### src/rtl/button_pulse_shaper.sv
// rtl/button_pulse_shaper.sv - debounces raw button levels into press, release and auto-repeat pulses
module button_pulse_shaper #(
  parameter int NUM_BTN       = 4,
  parameter int DEB_CYCLES    = 16,
  parameter int HOLD_CYCLES   = 5000,
  parameter int REPEAT_CYCLES = 1000,
  parameter bit REPEAT_EN     = 1'b1,
  parameter int CNT_W         = 16
) (
  input  logic               clk,
  input  logic               rst,
  input  logic [NUM_BTN-1:0] btn_raw,
  output logic [NUM_BTN-1:0] press_pulse,
  output logic [NUM_BTN-1:0] release_pulse,
  output logic [NUM_BTN-1:0] repeat_pulse,
  output logic [NUM_BTN-1:0] held
);

  typedef enum logic [2:0] {
    ST_IDLE,
    ST_PRESS_DB,
    ST_HELD,
    ST_REPEAT,
    ST_RELEASE_DB
  } state_t;

  localparam logic [CNT_W-1:0] CNT_ONE     = CNT_W'(1);
  localparam logic [CNT_W-1:0] DEB_LAST    = CNT_W'(DEB_CYCLES - 1);
  localparam logic [CNT_W-1:0] HOLD_LAST   = CNT_W'(HOLD_CYCLES - 1);
  localparam logic [CNT_W-1:0] REPEAT_LAST = CNT_W'(REPEAT_CYCLES - 1);

  logic [NUM_BTN-1:0] s1;
  logic [NUM_BTN-1:0] btn_s;

  always_ff @(posedge clk or posedge rst) begin
    if (rst) begin
      s1    <= '0;
      btn_s <= '0;
    end else begin
      s1    <= btn_raw;
      btn_s <= s1;
    end
  end

  for (genvar i = 0; i < NUM_BTN; i++) begin : g_ch
    state_t           state;
    logic [CNT_W-1:0] cnt;
    logic             press_r;
    logic             release_r;
    logic             repeat_r;
    logic             held_r;

    always_ff @(posedge clk or posedge rst) begin
      if (rst) begin
        state     <= ST_IDLE;
        cnt       <= '0;
        press_r   <= 1'b0;
        release_r <= 1'b0;
        repeat_r  <= 1'b0;
        held_r    <= 1'b0;
      end else begin
        press_r   <= 1'b0;
        release_r <= 1'b0;
        repeat_r  <= 1'b0;
        case (state)
          ST_IDLE: begin
            if (btn_s[i]) begin
              state <= ST_PRESS_DB;
              cnt   <= CNT_ONE;
            end else begin
              cnt <= '0;
            end
          end
          ST_PRESS_DB: begin
            if (!btn_s[i]) begin
              state <= ST_IDLE;
              cnt   <= '0;
            end else if (cnt == DEB_LAST) begin
              state   <= ST_HELD;
              cnt     <= '0;
              press_r <= 1'b1;
              held_r  <= 1'b1;
            end else begin
              cnt <= cnt + CNT_ONE;
            end
          end
          ST_HELD: begin
            if (!btn_s[i]) begin
              state <= ST_RELEASE_DB;
              cnt   <= CNT_ONE;
            end else if (REPEAT_EN && cnt == HOLD_LAST) begin
              state    <= ST_REPEAT;
              cnt      <= '0;
              repeat_r <= 1'b1;
            end else if (cnt != HOLD_LAST) begin
              // parks at the terminal value when auto-repeat is disabled
              cnt <= cnt + CNT_ONE;
            end
          end
          ST_REPEAT: begin
            if (!btn_s[i]) begin
              state <= ST_RELEASE_DB;
              cnt   <= CNT_ONE;
            end else if (cnt == REPEAT_LAST) begin
              cnt      <= '0;
              repeat_r <= 1'b1;
            end else begin
              cnt <= cnt + CNT_ONE;
            end
          end
          ST_RELEASE_DB: begin
            if (btn_s[i]) begin
              // release bounce: back to HELD with hold timing restarted
              state <= ST_HELD;
              cnt   <= '0;
            end else if (cnt == DEB_LAST) begin
              state     <= ST_IDLE;
              cnt       <= '0;
              release_r <= 1'b1;
              held_r    <= 1'b0;
            end else begin
              cnt <= cnt + CNT_ONE;
            end
          end
          default: begin
            state  <= ST_IDLE;
            cnt    <= '0;
            held_r <= 1'b0;
          end
        endcase
      end
    end

    assign press_pulse[i]   = press_r;
    assign release_pulse[i] = release_r;
    assign repeat_pulse[i]  = repeat_r;
    assign held[i]          = held_r;
  end

endmodule

### config.mk
export PLATFORM = sky130hd
export DESIGN_NAME = button_pulse_shaper
export DESIGN_NICKNAME = d
export VERILOG_FILES = /design/src/rtl/button_pulse_shaper.sv
export SDC_FILE = /design/constraint.sdc
export NUM_CORES = 1
export LEC_CHECK = 0
export CORE_ASPECT_RATIO = 1.4
export CORE_UTILIZATION = 30
export DETAILED_ROUTE_END_ITERATION = 8
export SYNTH_ARGS = -nofsm -noshare
export SYNTH_HDL_FRONTEND = slang
export SYNTH_SLANG_ARGS = --single-unit
### constraint.sdc
create_clock -name clk -period 9.6 [get_ports clk]
set_clock_uncertainty 0.2 [all_clocks]
set_input_delay 2.4 -clock clk [delete_from_list [all_inputs] [get_ports clk]]
set_output_delay 2.4 -clock clk [all_outputs]
set_load 0.005 [all_outputs]
==> qor.csv <==
stage,metric,value,unit
clock_tree,cts_htree_levels,3,
routing,wl_met1,4250,um
routing,viasPerCell,4.92,
die,die_h,156,um
routing,dr_total_vias,3627,
pwr,power.leakage,2.26,nW
routing,wirelength,9430,um
finish,area_growth,11.3,%
routing,postRouteAntennaNets,0,
synthesis,syn_area_per_cell,9.57,um2
finish,fin_nets,539,
worst_setup_path,cp_max_fo,3,
worst_setup_path,r2r-end,g_ch[0].cnt[15],
synthesis,ys_warn_count,0,
die,start_util,30.5,%
placed_design,gp_congestion,0.792,
worst_setup_path,crit_end,held[0],
global_route,antenna_found_initial,0,
synthesis,synth-edff-count,0,
timing,drv_slew,0,
synthesis,synthCells,532,
worst_setup_path,crit_chain,clkdlybuf4s50_1,
timing,hold_ws,152,ps
worst_setup_path,crit_family,buffers and inverters,
routing,met3_length,239,um
timing,fin_crit,3830,ps
worst_hold_path,hold_depth,0,
synthesis,ys_ff_latch,100,
synthesis,netlist_area,0.00509,mm2
clock_tree,numClockSinks,100,
synthesis,synth_most_common_cell,dfrtp_1,
routing,drc,4,
pwr,peakVddDrop,0.0000911,V
timing,tightest_slew,1170,ps
timing,fmax,0.261,GHz
die,die_w,112,um
finish,n_antenna_cell,0,
timing,finalSetupTns,0,ps
synthesis,ys_seq_area_share,49.1,%
clock_tree,postCtsSetupBuffers,0,
synthesis,synth-async-reset-ratio,100,%
routing,wl_per_cell,12.8,um
synthesis,synth_top_cell_by_area,dfrtp_1,
clock_tree,cts_resized,0,
timing,setup_violations,0,
global_route,grt_start_max_net_pins,62,
synthesis,synthTopCellsByArea,"dfrtp_1 49%, nor2_1 6.0%, xnor2_1 6.0%",
die,core,0.0167,mm2
global_route,overflow,0,
global_route,grt.total_usage,11.7,%
worst_setup_path,worstRegToRegCells,5,
clock_tree,insertion_delay,340,ps
worst_setup_path,path_depth,1,
worst_setup_path,endpoint_kind,output port,
worst_setup_path,worst-path-buf-inv,1,
worst_setup_path,cpPeakStageDelay,520,ps
pwr,power,0.000843,W
job,maxCapViolations,0,
synthesis,synthTopCellsByCount,"100 x dfrtp_1, 82 x nor2_1, 37 x nand2_1, 35 x xnor2_1, 26 x nand3_1",
clock_tree,cts_root_buf,clkbuf_16,
routing,wl_met2,4820,um
status,outcome,"finished, violations left",
clock_tree,ctsHoldBuffers,0,
worst_setup_path,crit_path_start_kind,register,
worst_setup_path,critPathRequiredTime,7000,ps
synthesis,synth_fp_nets,542,
die,rows,56,
worst_hold_path,hp-class,register to register,
placed_design,dp_slack,5350,ps
global_route,grt_pass1_vias,3624,
placed_design,hpwl,6610,um
synthesis,synth-main-ff-cell,dfrtp_1,
timing,slew_headroom,22.3,%
worst_setup_path,r2r-start,g_ch[0].cnt[10],
finish,drive_gt1_share,6.74,%
timing,finalHoldViolCount,0,
synthesis,synthDistinctLibCells,56,
status,violations,DRC,
finish,fin_cells,737,
finish,nFillCells,1680,
pwr,pwr_density_cell,149,mW/mm2
die,dieArea,0.0175,mm2
clock_tree,cts_tree,done,
worst_setup_path,rrSetupSlack,6770,ps
clock_tree,cts_buffers,9,
timing,fin_crit_sh,39.9,%
routing,top_layer,met4,
routing,first_iter_violations,176,
worst_setup_path,critPathLaunch,g_ch[0].held_r,
timing,rsz0062_at_grt,false,
clock_tree,cts_max_path_buffers,2,
global_route,grt_pass1_wl,16700,um
placed_design,dp.cells,721,
clock_tree,clk_pin_slew,70,ps
worst_setup_path,path_class,register to output port,
routing,dr.pass1.iters,6,
worst_setup_path,cp_slowest_cell,clkdlybuf4s50_1,
finish,multiInputGateArea,0.00233,mm2
finish,regArea,0.00250,mm2
die,ios,22,
timing,layout_setup_ws,5770,ps
worst_setup_path,arrival,1230,ps
placed_design,port_buffers,21,
synthesis,yosysTopAreaCellShare,49.1,%
## placed cells by master (no fill, tap or decap), drive strengths merged, types with 2 or more instances in the layout
cell             n
o21a             2
o311a            2
nand3           26
xor2            21
nand2           37
o22ai            3
a21oi           11
or3              6
a31oi            6
nand3b           2
and4             4
o211ai           3
o21ai            7
or4              3
nor3b            6
nor4            11
nand4           10
clkdlybuf4s50   21
nand2b           8
and3b            3
or3b             3
xnor2           35
clkbuf          10
and2             4
a2bb2oi          2
mux2i            4
inv             16
ha               4
nor3            19
and3            17
a41oi            2
nor2            92
dfrtp          100
nand4b           2
nor2b            9
a211oi           4
or2              3
clkinv           2
o311ai           2
## layer usage
layer / vias up / GRT usage (%)
li1: 1808 / -
met1: 1769 / 13.9
met2: 40 / 20.7
met3: 10 / 2.29
met4: 0 / 4.57
met5: - / 0
## worst reg2reg max path, delay by kind of cell, from the launching register on
kind | cells | cell delay, ps
simple gates | 4 | 1310
compound gates | 1 | 760
flops | 1 | 410
## flip-flops by register name (all words and copies together) (netlist names)
name and cells:
g_ch.held_r 4, s1 4, g_ch.press_r 4, g_ch.cnt 64, g_ch.repeat_r 4, g_ch.state 12, g_ch.release_r 4, btn_s 4
## final cells by class
class                      count  area share, %
clock buffer                  10           4.22
clock inverter                 6           1.26
inverter                      14          0.971
multi-input combinational    382           41.1
sequential                   100           44.2
tap                          203           4.48
timing repair buffer          22           3.84
## stage by stage
| step | utilization [%] | cell area (um2) |
|---|---|---|
| floorplan | - | 5090 |
| global placement | 32.1 | 5360 |
| detailed placement | 32.1 | 5360 |
| CTS | 34.0 | 5670 |
| global route | 34.0 | 5670 |
| finish | 34.0 | 5670 |
## report_power, final
| part | total (W) | leakage, nW | switching (W) | internal (W) |
|---|---|---|---|---|
| registers | 0.000436 | 1.36 | 0.00000858 | 0.000427 |
| logic | 0.0000336 | 0.741 | 0.0000222 | 0.0000115 |
| clock network | 0.000373 | 0.151 | 0.000161 | 0.000212 |
| total | 0.000843 | 2.26 | 0.000192 | 0.000650 |
## worst min-delay path by stage
stage          slack [ps]       end  startpoint
2_1_floorplan         130  btn_s[0]       s1[0]
5_1_grt               160  btn_s[0]       s1[0]
4_1_cts               150  btn_s[0]       s1[0]
3_5_place_dp          140  btn_s[0]       s1[0]
3_3_place_gp          140  btn_s[0]       s1[0]
6_report              150  btn_s[0]       s1[0]
## cell families (layout without fill, tap and decap cells)
group,count (synthesis),count (layout),synth area share (%)
buf+inv,50,52,5.16
fa+ha+maj,4,4,0.983
simple gates,267,267,27.0
flops,100,100,49.1
xor+xnor,56,56,9.63
compound gates,51,51,7.27
mux,4,4,0.786
Note: power is estimated with default switching activity, not from simulation.
